--- src/rtl/tlc_input_conditioner_pkg.sv ---
`default_nettype none
// ============================================================================
// Module  : tlc_input_conditioner_pkg
// Brief   : Shared defaults and switch indexing for the MustangTLC front end.
// Revision: 1.0
// ============================================================================
package tlc_input_conditioner_pkg;

    localparam int C_DEBOUNCE_CYCLES = 4;
    localparam int C_CNT_W           = 8;
    localparam int C_FAULT_CYCLES    = 8;
    localparam int C_FLT_W           = 8;

    // Bit positions of each switch inside the packed switch vector.
    localparam int C_IDX_LEFT  = 0;
    localparam int C_IDX_RIGHT = 1;
    localparam int C_IDX_BRAKE = 2;
    localparam int C_NUM_SW    = 3;

    typedef logic [C_NUM_SW-1:0] sw_vec_t;

endpackage
`default_nettype wire

--- src/rtl/tlc_switch_debouncer.sv ---
`default_nettype none
// ============================================================================
// Module  : tlc_switch_debouncer
// Brief   : 2-flop synchronizer plus counter debouncer for one switch contact.
// Revision: 1.0
// ============================================================================
module tlc_switch_debouncer #(
    parameter int DEBOUNCE_CYCLES = 4,
    parameter int CNT_W           = 8
) (
    input  logic clk,
    input  logic rst_n,
    input  logic raw,
    output logic level
);

    localparam logic [CNT_W-1:0] C_LAST = CNT_W'(DEBOUNCE_CYCLES - 1);

    logic             r_s1;
    logic             r_s2;
    logic             r_db;
    logic [CNT_W-1:0] r_cnt;

    always_ff @(posedge clk or negedge rst_n) begin
        if (!rst_n) begin
            r_s1  <= 1'b0;
            r_s2  <= 1'b0;
            r_db  <= 1'b0;
            r_cnt <= '0;
        end else begin
            r_s1 <= raw;
            r_s2 <= r_s1;
            // Any sample agreeing with the accepted level restarts the count.
            if (r_s2 == r_db) begin
                r_cnt <= '0;
            end else if (r_cnt == C_LAST) begin
                r_db  <= r_s2;
                r_cnt <= '0;
            end else begin
                r_cnt <= r_cnt + 1'b1;
            end
        end
    end

    assign level = r_db;

endmodule
`default_nettype wire

--- src/rtl/tlc_input_conditioner.sv ---
`default_nettype none
// ============================================================================
// Module  : tlc_input_conditioner
// Brief   : Debounces brake/stalk contacts, suppresses stalk conflicts and
//           latches a sticky fault when both stalks stay closed too long.
// Revision: 1.0
// ============================================================================
module tlc_input_conditioner
    import tlc_input_conditioner_pkg::*;
#(
    parameter int DEBOUNCE_CYCLES = C_DEBOUNCE_CYCLES,
    parameter int CNT_W           = C_CNT_W,
    parameter int FAULT_CYCLES    = C_FAULT_CYCLES,
    parameter int FLT_W           = C_FLT_W
) (
    input  logic clk,
    input  logic rst_n,
    input  logic brake_raw,
    input  logic turn_right_raw,
    input  logic turn_left_raw,
    output logic brake,
    output logic turn_right,
    output logic turn_left,
    output logic stalk_fault
);

    localparam logic [FLT_W-1:0] C_FAULT_MAX  = FLT_W'(FAULT_CYCLES);
    localparam logic [FLT_W-1:0] C_FAULT_LAST = FLT_W'(FAULT_CYCLES - 1);

    sw_vec_t w_raw;
    sw_vec_t w_db;
    logic    w_conflict;

    logic             r_brake;
    logic             r_right;
    logic             r_left;
    logic             r_fault;
    logic [FLT_W-1:0] r_fc;

    assign w_raw[C_IDX_BRAKE] = brake_raw;
    assign w_raw[C_IDX_RIGHT] = turn_right_raw;
    assign w_raw[C_IDX_LEFT]  = turn_left_raw;

    for (genvar gi = 0; gi < C_NUM_SW; gi++) begin : g_debounce
        tlc_switch_debouncer #(
            .DEBOUNCE_CYCLES (DEBOUNCE_CYCLES),
            .CNT_W           (CNT_W)
        ) u_debouncer (
            .clk   (clk),
            .rst_n (rst_n),
            .raw   (w_raw[gi]),
            .level (w_db[gi])
        );
    end

    assign w_conflict = w_db[C_IDX_RIGHT] & w_db[C_IDX_LEFT];

    always_ff @(posedge clk or negedge rst_n) begin
        if (!rst_n) begin
            r_brake <= 1'b0;
            r_right <= 1'b0;
            r_left  <= 1'b0;
            r_fault <= 1'b0;
            r_fc    <= '0;
        end else begin
            r_brake <= w_db[C_IDX_BRAKE];
            // Both stalks closed is never forwarded; the downstream FSM sees no turn.
            r_right <= w_db[C_IDX_RIGHT] & ~w_conflict;
            r_left  <= w_db[C_IDX_LEFT]  & ~w_conflict;
            if (w_conflict) begin
                if (r_fc != C_FAULT_MAX) begin
                    r_fc <= r_fc + 1'b1;
                end
                if (r_fc >= C_FAULT_LAST) begin
                    r_fault <= 1'b1;
                end
            end else begin
                r_fc <= '0;
            end
        end
    end

    assign brake       = r_brake;
    assign turn_right  = r_right;
    assign turn_left   = r_left;
    assign stalk_fault = r_fault;

endmodule
`default_nettype wire
--- config.mk ---
export PLATFORM = sky130hd
export DESIGN_NAME = tlc_input_conditioner
export DESIGN_NICKNAME = d
export VERILOG_FILES = /design/src/rtl/tlc_input_conditioner_pkg.sv /design/src/rtl/tlc_switch_debouncer.sv /design/src/rtl/tlc_input_conditioner.sv
export SDC_FILE = /design/constraint.sdc
export NUM_CORES = 1
export LEC_CHECK = 0
export ABC_CLOCK_PERIOD_IN_PS = 3400
export CAP_MARGIN = 30
export CORE_ASPECT_RATIO = 0.5
export CORE_MARGIN = 4
export CORE_UTILIZATION = 45
export CTS_CLUSTER_SIZE = 20
export DETAILED_ROUTE_END_ITERATION = 8
export SLEW_MARGIN = 25
export SYNTH_ARGS = -nofsm -noshare
export SYNTH_HDL_FRONTEND = slang
export SYNTH_HIERARCHICAL = 1
export SYNTH_SLANG_ARGS = --single-unit
export TNS_END_PERCENT = 50
--- constraint.sdc ---
create_clock -name clk -period 3.4 [get_ports clk]
set_input_delay 1.02 -clock clk [delete_from_list [all_inputs] [get_ports clk]]
set_output_delay 1.02 -clock clk [all_outputs]
set_load 0.01 [all_outputs]
* After elaboration in Yosys (flattened, before gate mapping)
Cells that the tools add are included.
** Word-level totals
- Bits in registers :: 45
- Input bits :: 5
- Word-level logic and storage cells :: 49
- Latch bits :: 0
- RAM bits :: 0
- Memories :: 0
- Memory bits (read-only) :: 0
** Cells by class
- Muxes and demuxes :: 8
- Divide/modulo/power cells :: 0
- Eq/ne operators :: 8
- $add $sub $neg :: 4
- Multiply operators :: 0
- Order comparisons :: 1
- Bitwise logic cells :: 7
- Reduce and logical (&&, ||, !) cells :: 4
- Shift-type cells :: 0
** Operator list (count)
- 8-bit 2-to-1 mux :: 8
- 8-bit by 1-bit adder with 8-bit output (second input constant) :: 4
- 8-bit by 2-bit equality test with 1-bit output (second input constant) :: 3
- 8-bit by 3-bit greater-or-equal comparator with 1-bit output (second input constant) :: 1
- 8-bit by 4-bit != test with 1-bit output (second input constant) :: 1
- 2-bit AND reduction :: 4
- 1-bit NOT :: 4
- 1-bit AND :: 3
- 1-bit equality test :: 3
- 2-bit by 1-bit != test with 1-bit output (second input constant) :: 1

* Depth between registers and ports, before layout
Gate-level depths: netlist (run 1).
- Word-level depth :: 3
- Gate-level depth with buffers :: 5
- Gate-level depth less buffers :: 5

* Cells and area by module
The synthesis (run 1) kept the hierarchy.
** Modules (own cells, without submodules)
- tlc_switch_debouncer :: sequential area each 275.3 µm², times used 3, area an instance 493.0 µm², cells an instance 44
- tlc_input_conditioner :: sequential area each 300.3 µm², times used 1, area an instance 564.3 µm², cells an instance 55

* Worst setup path after synthesis (run 1)
Ideal clock, no wire load.
- Path kind :: reg2out
- Start point :: reg r_fault, in the netlist stalk_fault
- End point :: out stalk_fault
- Stages on the path, launching flop included :: 1
- Data arrival time :: 0.382 ns
- Path slack :: 1.998 ns
- Cells stage by stage :: dfrtp_1
** RTL lines
- start: declaration :: RTL line tlc_input_conditioner.sv:37 : logic r_fault;
- start signal: assignment :: RTL line tlc_input_conditioner.sv:63 : r_fault <= 1'b0;
- start signal: assignment :: RTL line tlc_input_conditioner.sv:75 : r_fault <= 1'b1;
- end: declaration :: RTL line tlc_input_conditioner.sv:24 : output logic stalk_fault
No word-level cell between the ends.

* Worst setup path in the final report (run 1)
- Start point :: reg r_fault, in the netlist stalk_fault
- End point :: out stalk_fault
No word-level cell between the ends.

==> results of run 1 <==
[per-layer routing]
metal,vias up,track usage,share of wire
met1,652,0.191,0.51
li1,685,-,-
met4,0,0.0609,0.018
met2,11,0.184,0.43
met5,-,0,0
met3,8,0.0451,0.036
[worst max-delay path by stage]
| stage | start | end |
|---|---|---|
| 2_1_floorplan | stalk_fault$_DFFE_PN0P_ | stalk_fault |
| 3_5_place_dp | stalk_fault$_DFFE_PN0P_ | stalk_fault |
| 6_report | stalk_fault$_DFFE_PN0P_ | stalk_fault |
| 4_1_cts | stalk_fault$_DFFE_PN0P_ | stalk_fault |
| 5_1_grt | stalk_fault$_DFFE_PN0P_ | stalk_fault |
| 3_3_place_gp | rst_n | g_debounce[0].u_debouncer/r_cnt[1]$_DFF_PN0_ |
[area by class of cell]
| type | instances | share of cell area |
|---|---|---|
| multi-input cells | 132 | 0.381 |
| flip-flops and latches | 45 | 0.489 |
| well taps | 54 | 0.0293 |
| clock buffers | 6 | 0.0358 |
| repair buffers | 9 | 0.0445 |
| clock inverters | 2 | 0.00597 |
| inverters | 9 | 0.0147 |
[state kept, by name, summed over array words and instances, names as in the netlist]
| register | count |
|---|---|
| g_debounce.u_debouncer/r_cnt | 24 |
| r_fc | 8 |
| g_debounce.u_debouncer/level | 3 |
| g_debounce.u_debouncer/r_s1 | 3 |
| g_debounce.u_debouncer/r_s2 | 3 |
| brake | 1 |
| stalk_fault | 1 |
| turn_left | 1 |
| turn_right | 1 |
[power by group through the flow]
stage	Clock (mW)	Sequential, mW	Combinational [mW]
global placement	0	0.728	0.308
detailed placement	0	0.731	0.318
finish	0.349	0.720	0.310
floorplan	0	0.719	0.206
global route	0.388	0.736	0.351
CTS	0.367	0.720	0.319
[synth_stat cells (5+ instances only)]
master   instances  area (sq um)
dfrtp_1         45          1130
nor2_1          17          63.8
nand3_1         16          80.1
o21ai_0         13          65.1
or3_1           12          75.1
a21oi_1         11          55.1
inv_1            9          33.8
nand2_1          9          33.8
ha_1             8           100
xor2_1           8          70.1
xnor2_1          6          52.6
nor3_1           5          25.0
[through the flow]
stage           util  hold WS, ns  instances  worst slack (ns)
5_1_grt        0.559        0.358        257              1.15
6_report       0.559        0.346        257              1.19
3_3_place_gp   0.529        0.336        248              1.50
4_1_cts        0.559        0.347        257              1.16
3_5_place_dp   0.535        0.336        249              1.52
2_1_floorplan      -        0.331        187              2.00
[cell families after synthesis]
family | count (synthesis) | synth area share
xor+xnor | 14 | 0.0600
flops | 45 | 0.551
compound gates | 33 | 0.0955
mux | 3 | 0.0165
fa+ha+maj | 8 | 0.0490
buf+inv | 10 | 0.0190
simple gates | 74 | 0.209
==> impl_metrics.env, run 1 <==
export IMPL_setup_violations=0
export IMPL_hold_depth=0
export IMPL_wire_per_inst_um=13.3
export IMPL_io_buffers=8
export IMPL_period_needed_ns=2.21
export IMPL_timing_final_crit_share=0.650
export IMPL_numCtsBuffers=5
export IMPL_die_h_um=55.6
export IMPL_final_layout_size_suffix_gt1_frac=0.113
export IMPL_cts_tree="yes"
export IMPL_r2r_cells=5
export IMPL_h_tree_depth=2
export IMPL_power_density_nw_per_um2=598
export IMPL_core_sq_um=4120
export IMPL_fillers=346
export IMPL_cts_hold_buffers=0
export IMPL_ys_types=29
export IMPL_grt_pass1_vias=1269
export IMPL_critPathCaptureType="primary output"
export IMPL_required_ns=2.38
export IMPL_insertion_delay_ns=0.30
export IMPL_drtIter0Drc=43
export IMPL_tritoncts_num_sinks=45
export IMPL_async_flop_share=1.00
export IMPL_hp_class="flip-flop to flip-flop"
export IMPL_grt_pass1_wl_um=5870
export IMPL_synth_ff_type="dfrtp_1"
export IMPL_ir_worst_vdd_mv=0.261
export IMPL_path_delay_family="buffers and inverters"
export IMPL_r2r_end="r_fc[2]$_DFFE_PN0P_"
export IMPL_area_growth_pct=12.8
export IMPL_total_power_mw=1.38
export IMPL_worstSetupPathType="flip-flop to primary output"
export IMPL_drcViolationCount=0
export IMPL_post_cts_buffers=0
export IMPL_crit_slowest_cell="clkdlybuf4s50_1"
export IMPL_cp_start_kind="flip-flop"
export IMPL_syn_nets=200
export IMPL_worst_clock_skew_ns=0.00850
export IMPL_n_antenna_cell=0
export IMPL_pwr_share_comb=0.225
export IMPL_drv_cap=0
export IMPL_path_cells="clkdlybuf4s50_1"
export IMPL_worstSetupPathDepth=1
export IMPL_start_util=0.495
export IMPL_grt_antenna_before_repair=0
export IMPL_critPathBufInv=1
export IMPL_arrival_ns=1.19
export IMPL_final_area_sq_um=2300
export IMPL_rows=16
export IMPL_vias=1356
export IMPL_routed_wl_um=3410
export IMPL_tightest_slew_ns=0.585
export IMPL_layout_common_cells="45 x dfrtp_1, 17 x nor2_1, 16 x nand3_1, 13 x o21ai_0, 12 x or3_1"
export IMPL_p_switching_mw=0.451
export IMPL_slew_headroom=0.610
export IMPL_syn_inst=187
export IMPL_die_area_sq_um=5750
export IMPL_grt_usage=0.135
export IMPL_dpl_cell_area_sq_um=2210
export IMPL_synth_edf_count=0
export IMPL_multiInputGateArea_sq_um=878
export IMPL_grt_start_max_net_pins=24
export IMPL_clockBufferDepth=2
export IMPL_post_cts_resized=0
export IMPL_synth_area_sq_um=2040
export IMPL_die_w_um=103
export IMPL_seq_power_share=0.522
export IMPL_yosysSeqAreaShare=0.551
export IMPL_slowest_delay_ns=0.53
export IMPL_cts_clk_slew_worst_paths_ns=0.09
export IMPL_pin_count=9
export IMPL_grt_remaining_overflow=0
export IMPL_min_from="g_debounce[1].u_debouncer/r_s1$_DFF_PN0_"
export IMPL_via_per_inst=5.28
export IMPL_leakage_nw=0.996
export IMPL_first_pass_iters=4
export IMPL_layout_nets=215
export IMPL_post_dp_hpwl_um=2470
export IMPL_hold_violations=0
export IMPL_switching_share=0.327
export IMPL_rsz0062_at_grt="false"
export IMPL_ant_nets=0
export IMPL_gp_congestion=0.791
export IMPL_totalNegativeSetupSlack_ns=0
export IMPL_max_freq_mhz=453
export IMPL_cp_max_fo=2
export IMPL_yosysWarnings=6
export IMPL_clockPowerShare=0.253
export IMPL_r2r_start="r_fc[0]$_DFFE_PN0P_"
export IMPL_ys_seq_elements=45
export IMPL_root_buffer="clkbuf_8"
export IMPL_holdPathEnd="g_debounce[1].u_debouncer/r_s2$_DFF_PN0_"
export IMPL_regArea_sq_um=1130
export IMPL_syn_area_per_cell_sq_um=10.9
export IMPL_power_internal_mw=0.928
export IMPL_final_common_cell="dfrtp_1"
export IMPL_rrSetupSlack_ns=1.90
export IMPL_outcome="finished, final reports clean"
export IMPL_final_max_slew_violation_count=0
Power figures use the tool's default switching activity.
==> run 2: changes to the inputs <==
- ABC_CLOCK_PERIOD_IN_PS: 3400 -> 1900
- clock period: 3.4 -> 1.9 ns (I/O delays scaled with it)
==> run 2 against run 1 <==
Core utilization shrank 0.52 points. Clock power grew 58%. Via count is 0.96% lower. Cell count unchanged. Combinational power increased by 80%. Power up 74%. Sequential power is 79% higher. Highest routed layer unchanged.
==> impl_metrics.env, run 2 (synthesized netlist as in run 1, its figures left out) <==
export IMPL_setup_violations=0
export IMPL_cp_start_kind="flip-flop"
export IMPL_top_regs="g_debounce.u_debouncer/r_cnt (24), r_fc (8)"
export IMPL_grt_remaining_overflow=0
export IMPL_cp_max_fo=2
export IMPL_worstSetupPathDepth=1
export IMPL_totalNegativeSetupSlack_ns=0
export IMPL_drtIter0Drc=55
export IMPL_timing_final_crit_share=0.912
export IMPL_hp_class="primary input to async pin"
export IMPL_max_freq_mhz=577
export IMPL_io_buffers=8
export IMPL_root_buffer="clkbuf_8"
export IMPL_hold_violations=0
export IMPL_critPathCaptureType="primary output"
export IMPL_wire_per_inst_um=12.9
export IMPL_n_antenna_cell=0
export IMPL_grt_pass1_vias=1343
export IMPL_rsz0062_at_grt="false"
export IMPL_ant_nets=0
export IMPL_dp_slack_ns=0.450
export IMPL_via_per_inst=5.23
export IMPL_post_dp_hpwl_um=2340
export IMPL_numCtsBuffers=5
export IMPL_tightest_slew_ns=0.479
export IMPL_drcViolationCount=0
export IMPL_arrival_ns=1.16
export IMPL_worstSetupPathType="flip-flop to primary output"
export IMPL_period_needed_ns=1.73
export IMPL_r2r_cells=5
export IMPL_required_ns=1.33
export IMPL_pin_count=9
export IMPL_final_setup_worst_slack_ns=0.166
export IMPL_area_growth_pct=11.8
export IMPL_die_h_um=55.6
export IMPL_fillers=369
export IMPL_path_delay_family="buffers and inverters"
export IMPL_slowest_delay_ns=0.53
export IMPL_routed_wl_um=3310
export IMPL_rows=16
export IMPL_start_util=0.495
export IMPL_leakage_nw=0.987
export IMPL_slew_headroom=0.678
export IMPL_drv_cap=0
export IMPL_critPathCapture="stalk_fault"
export IMPL_ir_worst_vdd_mv=0.451
export IMPL_die_area_sq_um=5750
export IMPL_final_max_slew_violation_count=0
export IMPL_core_sq_um=4120
export IMPL_cts_hold_buffers=0
export IMPL_outcome="finished, final reports clean"
export IMPL_path_cells="clkdlybuf4s50_1"
export IMPL_layout_nets=215
export IMPL_crit_start="stalk_fault$_DFFE_PN0P_"
export IMPL_r2r_end="r_fc[2]$_DFFE_PN0P_"
export IMPL_layout_common_cells="45 x dfrtp_1, 17 x nor2_1, 16 x nand3_1, 13 x o21ai_0, 12 x or3_1"
export IMPL_final_common_cell="dfrtp_1"
export IMPL_grt_antenna_before_repair=0
export IMPL_cts_tree="yes"
export IMPL_power_density_nw_per_um2=1050
export IMPL_vias=1343
export IMPL_post_cts_resized=0
export IMPL_critPathBufInv=1
export IMPL_final_layout_size_suffix_gt1_frac=0.108
export IMPL_h_tree_depth=2
export IMPL_largest_register_ffs=24
export IMPL_grt_usage=0.137
export IMPL_tritoncts_num_sinks=45
export IMPL_r2r_start="r_fc[0]$_DFFE_PN0P_"
export IMPL_clockBufferDepth=2
export IMPL_grt_start_max_net_pins=46
export IMPL_post_cts_buffers=0
export IMPL_insertion_delay_ns=0.29
export IMPL_cts_clk_slew_worst_paths_ns=0.08
export IMPL_grt_pass1_wl_um=6080
export IMPL_first_pass_iters=4
export IMPL_die_w_um=103
export IMPL_rrSetupSlack_ns=0.43
export IMPL_gp_congestion=0.752
export IMPL_worst_clock_skew_ns=0.00642
export IMPL_crit_slowest_cell="clkdlybuf4s50_1"
export IMPL_regMostFlops="g_debounce.u_debouncer/r_cnt"
## run 2: worst min-delay path by stage
stage                                                to  cells past startpoint                                     start
2_1_floorplan                           brake$_DFF_PN0_                      0                                     rst_n
3_3_place_gp   g_debounce[0].u_debouncer/r_s2$_DFF_PN0_                      0  g_debounce[0].u_debouncer/r_s1$_DFF_PN0_
3_5_place_dp   g_debounce[0].u_debouncer/r_s2$_DFF_PN0_                      0  g_debounce[0].u_debouncer/r_s1$_DFF_PN0_
4_1_cts                             r_fc[6]$_DFFE_PN0P_                      2                                     rst_n
5_1_grt                             r_fc[6]$_DFFE_PN0P_                      2                                     rst_n
6_report                            r_fc[6]$_DFFE_PN0P_                      2                                     rst_n
## run 2: cell type report
cell class | instances | area (sq um) | share of cell area
Clock buffer | 6 | 72.6 | 0.0318
Clock inverter | 2 | 10.0 | 0.00438
Inverter | 9 | 33.8 | 0.0148
Multi-Input combinational cell | 132 | 878 | 0.385
Sequential cell | 45 | 1130 | 0.493
Tap cell | 54 | 67.6 | 0.0296
Timing Repair Buffer | 9 | 95.1 | 0.0416
## run 2: metrics by stage
step	total power, mW	cell area (sq um)	instances	hold slack (ns)	util
global placement	1.87	2200	249	0.336	0.534
CTS	2.45	2280	257	0.243	0.554
global route	2.59	2280	257	0.248	0.554
floorplan	1.66	2040	187	0.274	-
finish	2.40	2280	257	0.233	0.554
detailed placement	1.88	2200	249	0.336	0.534
## run 2: per-layer routing
layer  wire length, um  vias up  GRT usage
met5                 0        -          0
met4                47        0     0.0461
met3               125        7     0.0451
met2              1400       11      0.198
met1              1740      640      0.192
li1                  -      685          -
## run 2: report_power, final
group / leakage, nW / internal (mW) / total (mW) / switching (mW)
Combinational: 0.344 / 0.256 / 0.557 / 0.301
Sequential: 0.597 / 1.11 / 1.29 / 0.184
Clock: 0.0450 / 0.255 / 0.552 / 0.297
Total: 0.987 / 1.62 / 2.40 / 0.783
